`config.mk`:
```
export PLATFORM = sky130hd
export DESIGN_NAME = arbiter8_rr_flat
export DESIGN_NICKNAME = d
export VERILOG_FILES = /design/src/rtl/arbiter8_rr_if.sv /design/src/rtl/arbiter8_rr.sv /design/src/flat_wrapper.sv
export SDC_FILE = /design/constraint.sdc
export NUM_CORES = 1
export LEC_CHECK = 0
export ABC_AREA = 1
export BUFFER_PORTS_ARGS = -buffer_cell sky130_fd_sc_hd__buf_2
export CORE_UTILIZATION = 50
export CTS_BUF_LIST = sky130_fd_sc_hd__clkbuf_4
export DETAILED_ROUTE_END_ITERATION = 10
export PLACE_DENSITY = 0.7
export RECOVER_POWER = 50
export SLEW_MARGIN = 0
export SYNTH_ARGS = -nofsm -noshare
export SYNTH_HDL_FRONTEND = slang
export SYNTH_SLANG_ARGS = --single-unit
```
`constraint.sdc`:
```
create_clock -name clk -period 5.45 [get_ports clk]
set_clock_uncertainty 0.1 [all_clocks]
set_input_delay 1.09 -clock clk [delete_from_list [all_inputs] [get_ports clk]]
set_output_delay 1.09 -clock clk [all_outputs]
set_load 0.01 [all_outputs]
```
`src/rtl/arbiter8_rr_if.sv`:
```
`default_nettype none
// ============================================================================
// Module   : arbiter8_rr_if
// Brief    : Request/grant bundle between eight requesters and arbiter8_rr.
// Revision : 1.0
// ============================================================================
interface arbiter8_rr_if;
    logic [7:0] req;
    logic       done;
    logic [7:0] grant;
    logic       grant_valid;
    logic       timeout;

    modport master (
        output req,
        output done,
        input  grant,
        input  grant_valid,
        input  timeout
    );

    modport slave (
        input  req,
        input  done,
        output grant,
        output grant_valid,
        output timeout
    );
endinterface
`default_nettype wire

```
`src/rtl/arbiter8_rr.sv`:
```
`default_nettype none
// ============================================================================
// Module   : arbiter8_rr
// Brief    : Eight-way round-robin arbiter with registered one-hot grant,
//            done/request-drop release and an optional hold-limit timeout.
// Revision : 1.0
// ============================================================================
module arbiter8_rr #(
    parameter int MAX_HOLD = 16
) (
    input  wire logic     clk,
    input  wire logic     rst,
    arbiter8_rr_if.slave  bus
);

    localparam bit         c_HOLD_EN   = (MAX_HOLD != 0);
    localparam logic [7:0] c_HOLD_LAST = 8'((MAX_HOLD > 0) ? (MAX_HOLD - 1) : 0);

    typedef enum logic [1:0] {
        ST_IDLE  = 2'd0,
        ST_GRANT = 2'd1,
        ST_GAP   = 2'd2
    } state_t;

    state_t      r_state;
    logic [2:0]  r_ptr;
    logic [2:0]  r_owner;
    logic [7:0]  r_hcnt;
    logic [7:0]  r_grant;
    logic        r_grant_valid;
    logic        r_timeout;

    logic        w_win_vld;
    logic [2:0]  w_win_idx;
    logic        w_owner_req;
    logic        w_hold_hit;
    logic        w_exit;

    // Descending scan so the candidate closest to r_ptr is the last one written.
    always_comb begin
        w_win_vld = 1'b0;
        w_win_idx = 3'd0;
        for (int k = 7; k >= 0; k--) begin
            logic [2:0] cand;
            cand = r_ptr + 3'(k);
            if (bus.req[cand]) begin
                w_win_vld = 1'b1;
                w_win_idx = cand;
            end
        end
    end

    assign w_owner_req = bus.req[r_owner];
    assign w_hold_hit  = c_HOLD_EN && (r_hcnt == c_HOLD_LAST);
    assign w_exit      = bus.done || !w_owner_req || w_hold_hit;

    always_ff @(posedge clk or posedge rst) begin
        if (rst) begin
            r_state       <= ST_IDLE;
            r_ptr         <= 3'd0;
            r_owner       <= 3'd0;
            r_hcnt        <= 8'd0;
            r_grant       <= 8'd0;
            r_grant_valid <= 1'b0;
            r_timeout     <= 1'b0;
        end else begin
            r_timeout <= 1'b0;
            case (r_state)
                ST_IDLE, ST_GAP: begin
                    if (w_win_vld) begin
                        r_grant       <= 8'd1 << w_win_idx;
                        r_grant_valid <= 1'b1;
                        r_owner       <= w_win_idx;
                        r_hcnt        <= 8'd0;
                        r_state       <= ST_GRANT;
                    end else begin
                        r_state       <= ST_IDLE;
                    end
                end
                ST_GRANT: begin
                    if (w_exit) begin
                        r_grant       <= 8'd0;
                        r_grant_valid <= 1'b0;
                        r_ptr         <= r_owner + 3'd1;
                        r_state       <= ST_GAP;
                        // done and request drop both outrank the hold limit.
                        r_timeout     <= !bus.done && w_owner_req;
                    end else if (r_hcnt != 8'hFF) begin
                        r_hcnt        <= r_hcnt + 8'd1;
                    end
                end
                default: begin
                    r_grant       <= 8'd0;
                    r_grant_valid <= 1'b0;
                    r_state       <= ST_IDLE;
                end
            endcase
        end
    end

    assign bus.grant       = r_grant;
    assign bus.grant_valid = r_grant_valid;
    assign bus.timeout     = r_timeout;

    a_onehot : assert property (@(posedge clk) disable iff (rst) $onehot0(r_grant));
    a_no_direct_switch : assert property (@(posedge clk) disable iff (rst)
        (r_grant != 8'd0) |=> ((r_grant == $past(r_grant)) || (r_grant == 8'd0)));

endmodule
`default_nettype wire

```
`src/flat_wrapper.sv`:
```
// flat-port wrapper written by rule: the top's interface ports become plain ports
module arbiter8_rr_flat 
#(
    parameter int MAX_HOLD = 16
)
  (clk, rst, bus_req, bus_done, bus_grant, bus_grant_valid, bus_timeout);
  arbiter8_rr_if bus_i ();
  input  wire logic clk;
  input  wire logic rst;
  input wire logic [$bits(bus_i.req)-1:0] bus_req;
  input wire logic [$bits(bus_i.done)-1:0] bus_done;
  output wire logic [$bits(bus_i.grant)-1:0] bus_grant;
  output wire logic [$bits(bus_i.grant_valid)-1:0] bus_grant_valid;
  output wire logic [$bits(bus_i.timeout)-1:0] bus_timeout;
  assign bus_i.req = bus_req;
  assign bus_i.done = bus_done;
  assign bus_grant = bus_i.grant;
  assign bus_grant_valid = bus_i.grant_valid;
  assign bus_timeout = bus_i.timeout;
  arbiter8_rr #(.MAX_HOLD(MAX_HOLD)) u_core (.clk(clk), .rst(rst), .bus(bus_i));
endmodule
```
==> results_dict.tcl <==
set metrics [dict create \
    antenna_cells 0 \
    synth_edf_count 0 \
    critical_path_class "reg -> reg" \
    antenna_found_initial 0 \
    yosysWarnings 0 \
    crit_path_max_fanout 14 \
    numClockSinks 26 \
    drive_gt1_share_pct 16.12 \
    post_cts_buffers 0 \
    synthDistinctLibCells 27 \
    status "completed" \
    grt_pass1_wl_mm 7.776 \
    cpMostUsedCell "nand2_1" \
    cp-end-kind "flip-flop" \
    worst_setup_path_start_kind "flip-flop" \
    cts_htree_levels 1 \
    wl_per_cell_um 12.27 \
    hp-class "reg -> reg" \
    first_global_vias 1727 \
    cts_hold_buf 0 \
    grt_setup_unrepaired "no" \
    dp_hpwl_mm 3.395 \
    ys_async_sr_fraction_pct 100.0 \
    cts_buffers 3 \
    die-area_mm2 0.004153 \
    r2r-start "u_core.r_ptr[1]" \
    drv_slew 0 \
    detail-route-antenna-nets 0 \
    port_buffers 20 \
    reg2reg_depth 14 \
    syn_nets 301 \
    grt_max_degree 27 \
    yosysSeqAreaShare_pct 33.38 \
    cp_slowest_cell "dfrtp_1" \
    cp_slowest_stage_delay_ps 640 \
    endpoint "u_core.r_hcnt[3]" \
    initial_utilization_pct 52.85 \
    synthesis.area_mm2 0.001949 \
    cpLargestDelayFamily "simple AND/OR/NAND/NOR gates" \
    clk_pin_slew_ps 140 \
    timing.max_cap.violations 0 \
    ys_ff_latch 26 \
    crit_cells 14 \
    wl_mm 4.320 \
    vias_per_cell 5.233 \
    syn_avg_cell_area_um2 6.816 \
    fillCellCount 361 \
    nNetsFinal 320 \
    fin_crit_sh_pct 50.54 \
    slew_headroom_pct 35.92 \
    post-route-min-period_ps 2754 \
    vias 1842 \
    crit_chain "inv_2, ha_1, inv_2, nand3_1, nand3_1, nand2_2, nor2_4, nand4_4, nand2_4, nand2_4, nand2_1, nand2_1, nand2_1, nor2_1" \
    r2r_end "u_core.r_hcnt[3]" \
    arrival_ps 2890 \
    fin_setup_tns_ps 0 \
    clk_latency_ps 320 \
    root_buffer "clkbuf_4" \
    chipHeight_um 64.44 \
    hold_viol_final 0 \
    gr-usage-all-layers_pct 24.00 \
    synth-main-ff-cell "dfrtp_1" \
    r2r_slack_ps 2700 \
    final-setup-viol-count 0 \
    tightestPinTransition_ps 960.1 \
    gp_congestion 0.9609 \
    crit_required_ps 5580 \
    grt_overflow_total 0 \
    syn_to_final_growth_pct 7.831 \
    cts_resized 0 \
    cts.path.max_buffers 2 \
    die_w_um 64.44 \
    drtIter0Drc 162 \
    crit_buf_inv 2 \
    cts_tree "done" \
    std_cell_rows 22 \
    dr.pass1.iters 4 \
    core_area_mm2 0.003689 \
    clock.fmax_mhz 363.1 \
    utilization_pct 56.99 \
    drc 0 \
    ios 21 \
    syn_inst 286 \
    crit_path_start "u_core.r_ptr[1]" \
]
how the worst min path moves through the flow:
| stage | start | to | slack [ps] | cells past startpoint |
|---|---|---|---|---|
| after floorplan | u_core.bus.grant_valid | u_core.bus.grant_valid | 410 | 2 |
| final | u_core.bus.grant[6] | u_core.bus.grant[6] | 400 | 2 |
| after CTS | u_core.bus.grant[5] | u_core.bus.grant[5] | 400 | 2 |
| after detailed placement | u_core.bus.grant[5] | u_core.bus.grant[5] | 360 | 2 |
| after global placement | u_core.bus.grant[7] | u_core.bus.grant[7] | 360 | 2 |
| after global routing | u_core.bus.grant[1] | u_core.bus.grant[1] | 430 | 2 |
synth_stat cells, types with 2 or more instances:
cell      number  area share [%]
nand2_1       88              17
nand3_1       45              12
inv_1         30             5.8
dfrtp_1       26              33
nor2_1        20             3.9
o21ai_0       12             3.1
nand2_2       11             3.5
a21oi_1        6             1.5
inv_2          5            0.96
nand4_1        5             1.6
o21ai_1        5             1.3
ha_1           4             2.6
xor2_1         4             1.8
a21oi_2        3             1.3
buf_6          3             1.7
nor2_2         3            0.96
o211ai_2       3             1.9
buf_4          2            0.77
nand2_4        2             1.2
xnor2_1        2            0.90
state kept, by name, indices dropped and copies added (netlist names):
| name | count |
|---|---|
| u_core.bus.grant | 8 |
| u_core.r_hcnt | 8 |
| u_core.bus.grant_valid | 1 |
| u_core.r_state | 2 |
| u_core.bus.timeout | 1 |
| u_core.r_ptr | 3 |
| u_core.r_owner | 3 |
layer usage:
metal | vias to the layer above | global-route usage, % | routed length (um)
li1 | 961 | - | -
met1 | 844 | 35.35 | 2225
met2 | 33 | 37.37 | 1913
met3 | 4 | 4.049 | 155
met4 | 0 | 3.889 | 25
met5 | - | 0 | 0
area by class of cell:
type                            instances  area, um^2  share of cell area (%)
Clock buffer                            3       22.52                   1.071
Clock inverter                          1       30.03                   1.429
Inverter                               35       131.4                   6.250
Multi-Input combinational cell        219        1114                   52.98
Sequential cell                        26       650.6                   30.95
Tap cell                               48       60.06                   2.857
Timing Repair Buffer                   20       93.84                   4.464
metrics by stage:
step,worst slack (ps),std cells,area (um^2),hold slack [ps]
2_1_floorplan,3023,286,1949,408.6
3_3_place_gp,2679,348,2056,358.5
3_5_place_dp,2608,348,2056,360.3
4_1_cts,2707,352,2108,395.8
5_1_grt,2426,352,2102,432.7
6_report,2696,352,2102,396.9
placed cells by master (no fill, tap or decap):
master / instances
nand2_1: 88
nand3_1: 45
inv_1: 30
dfrtp_1: 26
nor2_1: 20
buf_2: 15
o21ai_0: 12
nand2_2: 11
a21oi_1: 6
nand4_1: 5
inv_2: 5
o21ai_1: 5
clkbuf_1: 5
xor2_1: 4
ha_1: 4
o211ai_2: 3
nor2_2: 3
a21oi_2: 3
clkbuf_4: 3
xnor2_1: 2
nand2_4: 2
o211ai_1: 1
nor2_4: 1
nand4_4: 1
nor3_1: 1
o21ai_2: 1
nor4_1: 1
bufinv_16: 1
kinds of logic (layout without fill, tap and decap cells):
group	Yosys count	in the layout	synth area share [%]
flops	26	26	33.38
fa+ha+maj	4	4	2.567
compound gates	31	31	10.01
xor+xnor	6	6	2.696
buf+inv	41	59	9.499
simple gates	178	178	41.85
worst reg2reg max path, delay by kind of cell, from the launching register on:
kind                     cells  cell delay, ps
flip-flops                   1             640
adder cells (fa/ha/maj)      1             420
AND/OR/NAND/NOR             11            1200
buffers and inverters        2             300
Power is not shown: default switching activity piles up to over one toggle a cycle in this logic, so the estimate is an artifact.
